[config.mk]
export PLATFORM = sky130hd
export DESIGN_NAME = usb_packet_rx
export DESIGN_NICKNAME = d
export VERILOG_FILES = /design/src/rtl/usb_packet_rx_pkg.sv /design/src/rtl/usb_crc_serial.sv /design/src/rtl/usb_packet_rx.sv
export SDC_FILE = /design/constraint.sdc
export NUM_CORES = 1
export LEC_CHECK = 0
export ABC_AREA = 1
export ABC_CLOCK_PERIOD_IN_PS = 5800
export CAP_MARGIN = 10
export CORE_MARGIN = 2
export CORE_UTILIZATION = 35
export DETAILED_ROUTE_END_ITERATION = 12
export GPL_TIMING_DRIVEN = 0
export SLEW_MARGIN = 20
export SYNTH_ARGS = -nofsm -noshare
export SYNTH_HDL_FRONTEND = slang
export SYNTH_SLANG_ARGS = --single-unit
export TNS_END_PERCENT = 10
[constraint.sdc]
create_clock -name clk -period 5.8 [get_ports clk]
set_input_delay 0.87 -clock clk [delete_from_list [all_inputs] [get_ports clk]]
set_output_delay 0.87 -clock clk [all_outputs]
set_load 0.01 [all_outputs]
[src/rtl/usb_packet_rx_pkg.sv]
// Shared types and constants for the USB packet receiver: FSM states, PID classes,
// CRC parameters/residuals, payload limits and error codes.
package usb_packet_rx_pkg;

    typedef enum logic [1:0] {
        ST_IDLE = 2'd0,
        ST_PID  = 2'd1,
        ST_BODY = 2'd2,
        ST_DONE = 2'd3
    } rx_state_e;

    // Packet class is carried in pid[1:0]
    localparam logic [1:0] CLS_SPECIAL   = 2'b00;
    localparam logic [1:0] CLS_TOKEN     = 2'b01;
    localparam logic [1:0] CLS_HANDSHAKE = 2'b10;
    localparam logic [1:0] CLS_DATA      = 2'b11;

    localparam logic [3:0] PID_OUT   = 4'h1;
    localparam logic [3:0] PID_IN    = 4'h9;
    localparam logic [3:0] PID_SETUP = 4'hD;
    localparam logic [3:0] PID_DATA0 = 4'h3;
    localparam logic [3:0] PID_DATA1 = 4'hB;
    localparam logic [3:0] PID_ACK   = 4'h2;
    localparam logic [3:0] PID_NAK   = 4'hA;

    localparam logic [4:0]  CRC5_POLY      = 5'h05;
    localparam logic [4:0]  CRC5_INIT      = 5'h1F;
    localparam logic [4:0]  CRC5_RESIDUAL  = 5'h0C;
    localparam logic [15:0] CRC16_POLY     = 16'h8005;
    localparam logic [15:0] CRC16_INIT     = 16'hFFFF;
    localparam logic [15:0] CRC16_RESIDUAL = 16'h800D;

    localparam int         MAX_PAYLOAD = 1023;
    localparam logic [10:0] MAX_BODY   = 11'(MAX_PAYLOAD + 2);

    localparam logic [2:0] ERR_NONE        = 3'd0;
    localparam logic [2:0] ERR_PID         = 3'd1;
    localparam logic [2:0] ERR_CRC         = 3'd2;
    localparam logic [2:0] ERR_ALIGN       = 3'd3;
    localparam logic [2:0] ERR_LINE        = 3'd4;
    localparam logic [2:0] ERR_LENGTH      = 3'd5;
    localparam logic [2:0] ERR_UNSUPPORTED = 3'd6;

    function automatic logic pid_check(input logic [7:0] b);
        return b[7:4] == ~b[3:0];
    endfunction

endpackage

[src/rtl/usb_crc_serial.sv]
// Serial CRC, one bit per enabled cycle, MSB-feedback form. The crc output already
// includes the bit presented this cycle so an end-of-packet check needs no extra cycle.
module usb_crc_serial #(
    parameter int               WIDTH = 5,
    parameter logic [WIDTH-1:0] POLY  = '0,
    parameter logic [WIDTH-1:0] INIT  = '1
) (
    input  logic             clk,
    input  logic             rst,
    input  logic             clear,
    input  logic             en,
    input  logic             din,
    output logic [WIDTH-1:0] crc
);

    logic [WIDTH-1:0] crc_q;
    logic             fb;

    always_comb begin
        fb  = crc_q[WIDTH-1] ^ din;
        crc = crc_q;
        if (clear) begin
            crc = INIT;
        end else if (en) begin
            crc = {crc_q[WIDTH-2:0], 1'b0} ^ (fb ? POLY : '0);
        end
    end

    always_ff @(posedge clk) begin
        if (rst) begin
            crc_q <= INIT;
        end else begin
            crc_q <= crc;
        end
    end

endmodule

[src/rtl/usb_packet_rx.sv]
// USB packet receiver: takes de-stuffed bits from the bit-level layer, checks PID and CRC,
// emits PID, payload bytes (through a 2-byte skid buffer that swallows the CRC) and token fields.
module usb_packet_rx
    import usb_packet_rx_pkg::*;
(
    input  logic       clk,
    input  logic       rst,
    input  logic       rx_start,
    input  logic       rx_status,
    input  logic       rx_bit,
    input  logic       rx_finish,
    input  logic       rx_error,
    output logic       pid_valid,
    output logic [3:0] pid,
    output logic       data_valid,
    output logic [7:0] data,
    output logic       tok_valid,
    output logic [6:0] tok_addr,
    output logic [3:0] tok_endp,
    output logic       pkt_done,
    output logic       pkt_ok,
    output logic [2:0] err_code,
    output rx_state_e  state_dbg
);

    rx_state_e   state_q, state_d;
    logic [7:0]  sr_q, sr_d;
    logic [2:0]  bit_cnt_q, bit_cnt_d;
    logic [10:0] body_cnt_q, body_cnt_d;
    logic [7:0]  b0_q, b1_q, b0_d, b1_d;
    logic        pid_ok_q, pid_ok_d;
    logic        ovf_q, ovf_d;
    logic        err_q;

    logic        active, err_rise, take, byte_done, body_byte, overflow;
    logic        pid_byte_ok, pid_byte_bad, pkt_end, emit, crc_en;
    logic        len_bad, crc_bad;
    logic [3:0]  pid_eff;
    logic [1:0]  cls;
    logic [2:0]  end_code;
    logic [4:0]  crc5;
    logic [15:0] crc16;

    usb_crc_serial #(.WIDTH(5), .POLY(CRC5_POLY), .INIT(CRC5_INIT)) u_crc5 (
        .clk(clk), .rst(rst), .clear(rx_start), .en(crc_en), .din(rx_bit), .crc(crc5)
    );

    usb_crc_serial #(.WIDTH(16), .POLY(CRC16_POLY), .INIT(CRC16_INIT)) u_crc16 (
        .clk(clk), .rst(rst), .clear(rx_start), .en(crc_en), .din(rx_bit), .crc(crc16)
    );

    always_ff @(posedge clk) begin
        if (rst) begin
            state_q <= ST_IDLE;
        end else begin
            state_q <= state_d;
        end
    end

    always_comb begin
        state_d = state_q;
        if (rx_start) begin
            state_d = ST_PID;
        end else if (pkt_end) begin
            state_d = ST_IDLE;
        end else begin
            case (state_q)
                ST_PID: begin
                    if (pid_byte_ok)       state_d = ST_BODY;
                    else if (pid_byte_bad) state_d = ST_DONE;
                end
                ST_BODY: begin
                    if (overflow) state_d = ST_DONE;
                end
                default: state_d = state_q;
            endcase
        end
    end

    // A bit arriving with rx_finish is folded in first, so every end check uses the *_d values.
    always_comb begin
        active       = (state_q != ST_IDLE);
        err_rise     = rx_error && !err_q;
        take         = rx_status && (state_q == ST_PID || state_q == ST_BODY);
        byte_done    = take && (bit_cnt_q == 3'd7);
        sr_d         = take ? {rx_bit, sr_q[7:1]} : sr_q;
        bit_cnt_d    = (active && rx_status) ? bit_cnt_q + 3'd1 : bit_cnt_q;
        pid_byte_ok  = (state_q == ST_PID) && byte_done && pid_check(sr_d);
        pid_byte_bad = (state_q == ST_PID) && byte_done && !pid_check(sr_d);
        body_byte    = (state_q == ST_BODY) && byte_done;
        overflow     = body_byte && (body_cnt_q == MAX_BODY);
        crc_en       = take && (state_q == ST_BODY);
        pkt_end      = active && (rx_finish || err_rise) && !rx_start;
        pid_ok_d     = pid_ok_q || pid_byte_ok;
        ovf_d        = ovf_q || overflow;
        pid_eff      = (state_q == ST_PID) ? sr_d[3:0] : pid;
        cls          = pid_eff[1:0];

        body_cnt_d = body_cnt_q;
        b0_d       = b0_q;
        b1_d       = b1_q;
        if (body_byte && !overflow) begin
            body_cnt_d = body_cnt_q + 11'd1;
            b0_d       = b1_q;
            b1_d       = sr_d;
        end
        emit = body_byte && !overflow && (cls == CLS_DATA) && (body_cnt_q >= 11'd2);

        len_bad = 1'b0;
        crc_bad = 1'b0;
        case (cls)
            CLS_TOKEN: begin
                len_bad = (body_cnt_d != 11'd2) || ovf_d;
                crc_bad = (crc5 != CRC5_RESIDUAL);
            end
            CLS_HANDSHAKE: len_bad = (body_cnt_d != 11'd0) || ovf_d;
            CLS_DATA: begin
                len_bad = (body_cnt_d < 11'd2) || ovf_d;
                crc_bad = (crc16 != CRC16_RESIDUAL);
            end
            default: len_bad = 1'b0;
        endcase

        if (err_rise)                end_code = ERR_LINE;
        else if (bit_cnt_d != 3'd0)  end_code = ERR_ALIGN;
        else if (!pid_ok_d)          end_code = ERR_PID;
        else if (cls == CLS_SPECIAL) end_code = ERR_UNSUPPORTED;
        else if (len_bad)            end_code = ERR_LENGTH;
        else if (crc_bad)            end_code = ERR_CRC;
        else                         end_code = ERR_NONE;
    end

    always_ff @(posedge clk) begin
        if (rst) begin
            sr_q       <= '0;
            bit_cnt_q  <= '0;
            body_cnt_q <= '0;
            b0_q       <= '0;
            b1_q       <= '0;
            pid_ok_q   <= 1'b0;
            ovf_q      <= 1'b0;
            err_q      <= 1'b0;
        end else begin
            err_q <= rx_error;
            if (rx_start) begin
                sr_q       <= '0;
                bit_cnt_q  <= '0;
                body_cnt_q <= '0;
                b0_q       <= '0;
                b1_q       <= '0;
                pid_ok_q   <= 1'b0;
                ovf_q      <= 1'b0;
            end else begin
                sr_q       <= sr_d;
                bit_cnt_q  <= bit_cnt_d;
                body_cnt_q <= body_cnt_d;
                b0_q       <= b0_d;
                b1_q       <= b1_d;
                pid_ok_q   <= pid_ok_d;
                ovf_q      <= ovf_d;
            end
        end
    end

    always_ff @(posedge clk) begin
        if (rst) begin
            pid_valid  <= 1'b0;
            pid        <= '0;
            data_valid <= 1'b0;
            data       <= '0;
            tok_valid  <= 1'b0;
            tok_addr   <= '0;
            tok_endp   <= '0;
            pkt_done   <= 1'b0;
            pkt_ok     <= 1'b0;
            err_code   <= '0;
        end else begin
            pid_valid  <= pid_byte_ok && !rx_start;
            data_valid <= emit && !rx_start;
            pkt_done   <= pkt_end;
            pkt_ok     <= pkt_end && (end_code == ERR_NONE);
            err_code   <= pkt_end ? end_code : ERR_NONE;
            tok_valid  <= pkt_end && (end_code == ERR_NONE) && (cls == CLS_TOKEN);
            if (pid_byte_ok && !rx_start) pid <= sr_d[3:0];
            if (emit && !rx_start)        data <= b0_q;
            if (pkt_end && (end_code == ERR_NONE) && (cls == CLS_TOKEN)) begin
                tok_addr <= b0_d[6:0];
                tok_endp <= {b1_d[2:0], b0_d[7]};
            end
        end
    end

    assign state_dbg = state_q;

endmodule

# == Word-level counts from Yosys, hierarchy flattened ==
# Cells that the tools add are included.
# word_totals
ff_bits,95
in_bits,7
output_inout_bits,33
# op_classes
add_sub_neg,2
order_cmp,2
eq_ne,15
muxes,26
n_bitwise,6
reduce_logical,42
# op_table
operator,n
$mux 16,3
$mux 3,8
$logic_and 1x1->1,19
$mux 8,2
$ne 16x16->1 const B,1
$xor 16x16->16,1
$add 11x1->11 const B,1
$eq 11x11->1 const B,1
$ge 11x2->1 const B,1
$lt 11x2->1 const B,1
$mux 11,1
$ne 11x2->1 const B,1
$reduce_bool 11->1,1
$mux 2,5
$mux 5,2
$logic_or 1x1->1,7
$eq 2x2->1 const B,3
$reduce_and 3->1,2
$ne 5x4->1 const B,1
$ne 5x5->1 const B,1
$xor 5x5->5,1
$eq 2x1->1 const B,2
$eq 4x4->1,1
$logic_not 1->1,4
19 further kinds,23

# == Depth between registers and ports, before layout ==
# Gate-level depths: netlist of the first run.
# logic_depth
depth_word,20
ltp_mapped,24

# == Hierarchy ==
# Synthesis of the first run repeated with hierarchy kept, for this count alone.
# hier_totals
hier_cells,619
area_unflattened_um2,4460.5
# modules_own_cells
mod,instances,cells_per_inst,area_per_inst_um2,seq_area_each_um2
usb_packet_rx,1,493,3475.8,1481.4
usb_crc_serial (u_crc16),1,89,733.2,320.3
usb_crc_serial (u_crc5),1,37,251.5,100.1

# == Least setup slack after synthesis of the first run ==
# No wires, ideal clock.
# synth_timing
path_type,input port to flip-flop
from,input rx_status
to,register tok_addr[0]
t_arrival_ps,2655
t_required_ps,5736
slack_ps,3081
stages,20
n_path_buf,2
path_cell_list,nand3_2 nor2_4 buf_6 nand2_1 xor2_1 nand3_1 nor2_1 nand2_1 nand2_1 nand2_1 nand2_2 nand2_1 nor2_2 nand2_1 nor2_4 nand3_2 buf_6 nand2_2 inv_1 nor2_1
# synth_between
elab_chain_len,18
word_cells_on_any_way,47
# synth_rtl
element,line_no,text
"start, declared",usb_packet_rx.sv:9,"input logic rx_status,"
$logic_and 1x1->1,usb_packet_rx.sv:84,take = rx_status && (state_q == ST_PID || state_q == ST_BODY);
$logic_and 1x1->1,usb_packet_rx.sv:85,byte_done = take && (bit_cnt_q == 3'd7);
$logic_and 1x1->1,usb_packet_rx.sv:90,body_byte = (state_q == ST_BODY) && byte_done;
$logic_and 1x1->1,usb_packet_rx.sv:91,overflow = body_byte && (body_cnt_q == MAX_BODY);
$logic_not 1->1,usb_packet_rx.sv:102,if (body_byte && !overflow) begin
$logic_and 1x1->1,usb_packet_rx.sv:102,
$mux 11,usb_packet_rx.sv:102,
"$lt 11x2->1, or another cell as far along",usb_packet_rx.sv:118,len_bad = (body_cnt_d < 11'd2) || ovf_d;
$logic_or 1x1->1 (on tied branches),"usb_packet_rx.sv:118, usb_packet_rx.sv:113, usb_packet_rx.sv:116",
$pmux 1 s3,usb_packet_rx.sv:111,case (cls)
$mux 3,usb_packet_rx.sv:128,else if (len_bad) end_code = ERR_LENGTH;
$mux 3,usb_packet_rx.sv:127,else if (cls == CLS_SPECIAL) end_code = ERR_UNSUPPORTED;
$mux 3,usb_packet_rx.sv:126,else if (!pid_ok_d) end_code = ERR_PID;
$mux 3,usb_packet_rx.sv:125,else if (bit_cnt_d != 3'd0) end_code = ERR_ALIGN;
$mux 3,usb_packet_rx.sv:124,if (err_rise) end_code = ERR_LINE;
$logic_not 3->1,usb_packet_rx.sv:186,if (pkt_end && (end_code == ERR_NONE) && (cls == CLS_TOKEN)) begin
$logic_and 1x1->1 (2 in series),usb_packet_rx.sv:186,
"end signal, assigned",usb_packet_rx.sv:187,tok_addr <= b0_d[6:0];
"end, declared",usb_packet_rx.sv:18,"output logic [6:0] tok_addr,"
# Several ways; a longest one is shown, not always the timed one.
# A chain may end at the register's enable or synchronous reset.

# == Worst setup path in the final report of the first run ==
# layout_timing
from,input rx_status
to,register tok_endp[1]
# layout_between
elab_chain_len,18
word_cells_on_any_way,47
# layout_rtl
element,line_no,text
$logic_and 1x1->1,usb_packet_rx.sv:84,
$logic_and 1x1->1,usb_packet_rx.sv:85,
$logic_and 1x1->1,usb_packet_rx.sv:90,
$logic_and 1x1->1,usb_packet_rx.sv:91,
$logic_not 1->1,usb_packet_rx.sv:102,
$logic_and 1x1->1,usb_packet_rx.sv:102,
$mux 11,usb_packet_rx.sv:102,
"$lt 11x2->1, or another cell as far along",usb_packet_rx.sv:118,
$logic_or 1x1->1 (on tied branches),"usb_packet_rx.sv:118, usb_packet_rx.sv:113, usb_packet_rx.sv:116",
$pmux 1 s3,usb_packet_rx.sv:111,
$mux 3,usb_packet_rx.sv:128,
$mux 3,usb_packet_rx.sv:127,
$mux 3,usb_packet_rx.sv:126,
$mux 3,usb_packet_rx.sv:125,
$mux 3,usb_packet_rx.sv:124,
$logic_not 3->1,usb_packet_rx.sv:186,
$logic_and 1x1->1 (2 in series),usb_packet_rx.sv:186,
"end signal, assigned",usb_packet_rx.sv:188,"tok_endp <= {b1_d[2:0], b0_d[7]};"
"end, declared",usb_packet_rx.sv:19,"output logic [3:0] tok_endp,"
# Several ways; a longest one is shown, not always the timed one.

==> results of run 1 <==
-- power breakdown --
group | internal, µW | switching, µW
clock | 302 | 257
sequential | 655 | 1.67
combinational | 20.3 | 43.4
total | 977 | 302
-- state kept, by name, indices dropped and copies added, names as in the netlist, 4 cells and up --
| signal | cells |
|---|---|
| body_cnt_q | 11 |
| pid | 4 |
| tok_endp | 4 |
| tok_addr | 7 |
| u_crc16.crc_q | 16 |
| data | 8 |
| b0_q | 8 |
| b1_q | 8 |
| sr_q | 8 |
| u_crc5.crc_q | 5 |
-- metrics by stage --
step / power (µW) / std cells / instance area (µm²) / setup WS, ps
after detailed placement: 735 / 803 / 4940 / 1980
after global placement: 734 / 803 / 4940 / 2020
after global routing: 1330 / 819 / 5220 / 2110
after CTS: 1290 / 819 / 5220 / 2340
after floorplan: 713 / 597 / 4350 / 3080
final: 1280 / 819 / 5220 / 2320
-- kinds of logic (layout without fill, tap and decap cells) --
group,after synthesis,count (layout)
simple gates,299,299
buf+inv,101,155
flops,95,95
compound gates,71,71
xor+xnor,12,12
mux,11,11
fa+ha+maj,8,8
-- path summary, 6_finish.rpt --
check / start / to / slack, ps / cells past startpoint
max: rx_status / tok_endp[1] / 2320 / 20
min: b1_q[7] / b1_q[7] / 460 / 2
max reg2reg: state_dbg[0] / tok_endp[1] / 2580 / 21
min reg2reg: b1_q[7] / b1_q[7] / 460 / 2
-- routing by layer --
layer  vias to the layer above  share of wire
li1                       1978              -
met1                      1718           0.48
met2                        58           0.46
met3                        17          0.041
met4                         0          0.021
met5                         -              0
-- final cells by class --
type / instances / area [µm²]
inverters: 80 / 300
flip-flops and latches: 95 / 1900
well taps: 168 / 210
plain buffers: 21 / 113
repair buffers: 38 / 380
clock buffers: 11 / 243
clock inverters: 5 / 33.8
fillers: 1248 / 6840
multi-input cells: 401 / 2040
-- synthesized netlist by cell type, types with 2 or more instances --
master    count  area share
ha_1          8       0.023
buf_2         3      0.0034
mux2i_1      11       0.025
nand3_2       2      0.0046
nand2_1     124        0.11
inv_2         5      0.0043
buf_6         3      0.0078
dfxtp_1      95        0.44
xor2_1        8       0.016
buf_4         2      0.0034
a21oi_1      20       0.023
nor2_2        7       0.010
o21ai_2       4      0.0080
nor2_4        2      0.0052
nor3_1        3      0.0034
nand4_1      16       0.023
nand2_2      18       0.026
nor2_1       87       0.075
inv_1        75       0.065
o21ai_0      39       0.045
nand3b_1      2      0.0034
a211oi_1      2      0.0034
or2_2         8       0.011
nand3_1      25       0.029
xnor2_1       4      0.0080
o21ai_1       5      0.0057
clkbuf_1     12       0.010
-- critical path, cell delays in order --
cell and delay [ps]:
clkdlybuf4s50_1 560, nand3_2 210, nor2_4 190, buf_6 170
nand2_1 70, xor2_1 210, nand3_1 100, nor2_1 180
nand2_1 80, nand2_1 60, nand2_1 60, nand2_2 80
nand2_1 60, nor2_2 90, nand2_1 90, nor2_4 160
buf_4 190, nand4_1 140, nand2_1 110, nor2_1 40
==> summary.txt, run 1 <==
Yosys
  • Compound-Gate Fraction of Synth Area: 0.0871
  • Simple-Gate Fraction of Synth Area: 0.309
  • Sequential share of the synthesized area: 0.437
  • Fraction of registers with async set/reset: 0
  • Post-synthesis cell count: 597
  • Synth warn: 0
  • Number of synthesized register bits: 95
  • Synth Cell Area: 0.00435 mm²
  • Largest family of logic cells by synthesized area: simple AND/OR/NAND/NOR gates
  • Post-synthesis adder-cell area fraction: 0.0230
  • Commonest register cell after synthesis: dfxtp_1
  • Synthesized Nets: 612
  • Unique masters post-synth: 34
  • Mux share of post-synthesis cell area: 0.0253
  • Post-synth EDFFs: 0
  • Avg Synthesized Cell Area: 7.29 µm²
  • Synth Area in XOR/XNOR: 0.0241

Detailed routing
  • Pre-antenna DRT Iters: 4
  • DRC viols: 0
  • Via Count: 3,771
  • DR vias/cell: 4.60
  • Post-DRT Antenna Nets: 0
  • Initial drt markers: 154
  • Drt wl/cell: 12.3 µm
  • WL final: 10,100 µm

GRT
  • GR Overflow Total: 0
  • Largest net degree at the start of global routing: 16
  • Met3 Use GR: 0.0319
  • Overall global routing resource usage: 0.163
  • Vias in the first global route: 3,460
  • Global route hottest layer: met2
  • First-pass GRT wire length: 16,800 µm
  • Initial antenna violation count: 0
  • GR Util met2: 0.254
  • Met1 usage: 0.217

Clock network
  • Post-CTS Hold Fix Bufs: 0
  • Setup bufs post-CTS: 0
  • CTS root buf: clkbuf_16
  • CTS buffer count: 9
  • Longest Clk Path Bufs: 2
  • Clock sink count: 95
  • H-tree depth: 3
  • CTS resizes: 0
  • Worst skew pair latency: 350 ps
  • CTS tree: yes
  • Clk pin slew, worst setup/hold paths: 70 ps

Die
  • Rows: 40
  • Initial Utilization: 0.361
  • I/O pin cnt: 40
  • Die height: 116 µm
  • Die area: 0.0133 mm²
  • Placeable Area: 0.0121 mm²
  • Die width: 116 µm

Power and ir drop
  • Max VDD drop: 0.170 mV
  • P per Cell Area: 245 mW/mm²
  • Leak pwr: 0.00217 µW

Placed design
  • Port Buffers: 38
  • Post-detail-place hpwl: 7540 µm
  • Routability cong.: 0.832

Cells and area
  • Most common cell after layout, fill and taps aside: nand2_1
  • Commonest non-fill, non-tap cells in the layout: nand2_1 (124), dfxtp_1 (95), nor2_1 (87)
  • Layout area overhead: 19.9%
  • Ant diodes: 0
  • Post-layout util: 0.433
  • Fraction of layout cells with a size suffix above 1: 0.109
  • Layout Nets: 661

STA
  • Final hold violation count: 0
  • Final setup viols: 0
  • Layout Skew: 6.13 ps
  • Final Slew Violations: 0
  • Fin crit period: 3480 ps
  • Min Hold Slack: 456 ps
  • Setup tns final: 0 ps
  • Fin crit share: 0.600
  • Worst Tran Pin Value: 626 ps
  • Unrepaired setup endpoints after global routing: false
  • Rel. slew slack: 0.583
  • Fmax: 0.287 GHz

Run
  • Max-cap violations: 0

Min path
  • Hold WC Path Type: reg -> reg

Setup path
  • CP Max Fanout: 10
  • Required @ worst endpoint: 6050 ps
  • CP endpoint kind: register
  • Arrival time worst endpoint: 3730 ps
  • Critical Path Start Type: primary input
  • Setup CP Type: in -> reg

Status
  • Status: completed
Note: power is estimated with default switching activity, not from simulation.
==> inputs of run 2 (changes only) <==
--- a/config.mk
+++ b/config.mk
@@ -6,7 +6,7 @@
 export NUM_CORES = 1
 export LEC_CHECK = 0
 export ABC_AREA = 1
-export ABC_CLOCK_PERIOD_IN_PS = 5800
+export ABC_CLOCK_PERIOD_IN_PS = 3500
 export CAP_MARGIN = 10
 export CORE_MARGIN = 2
 export CORE_UTILIZATION = 35
==> constraint.sdc (replaced) <==
create_clock -name clk -period 3.5 [get_ports clk]
set_input_delay 0.525 -clock clk [delete_from_list [all_inputs] [get_ports clk]]
set_output_delay 0.525 -clock clk [all_outputs]
set_load 0.01 [all_outputs]
==> results of run 2 <==
Same layout as run 1 (identical final DEF). Status: completed.
Among the figures that moved: setup slack after placement 1980 ps -> 24.9 ps; setup slack after layout 2320 ps -> 277 ps; start point of the critical path rx_status -> state_dbg[0]; register-to-register setup slack 2580 ps -> 280 ps; total power 1280 µW -> 2120 µW; worst IR drop on VDD 0.170 mV -> 0.281 mV
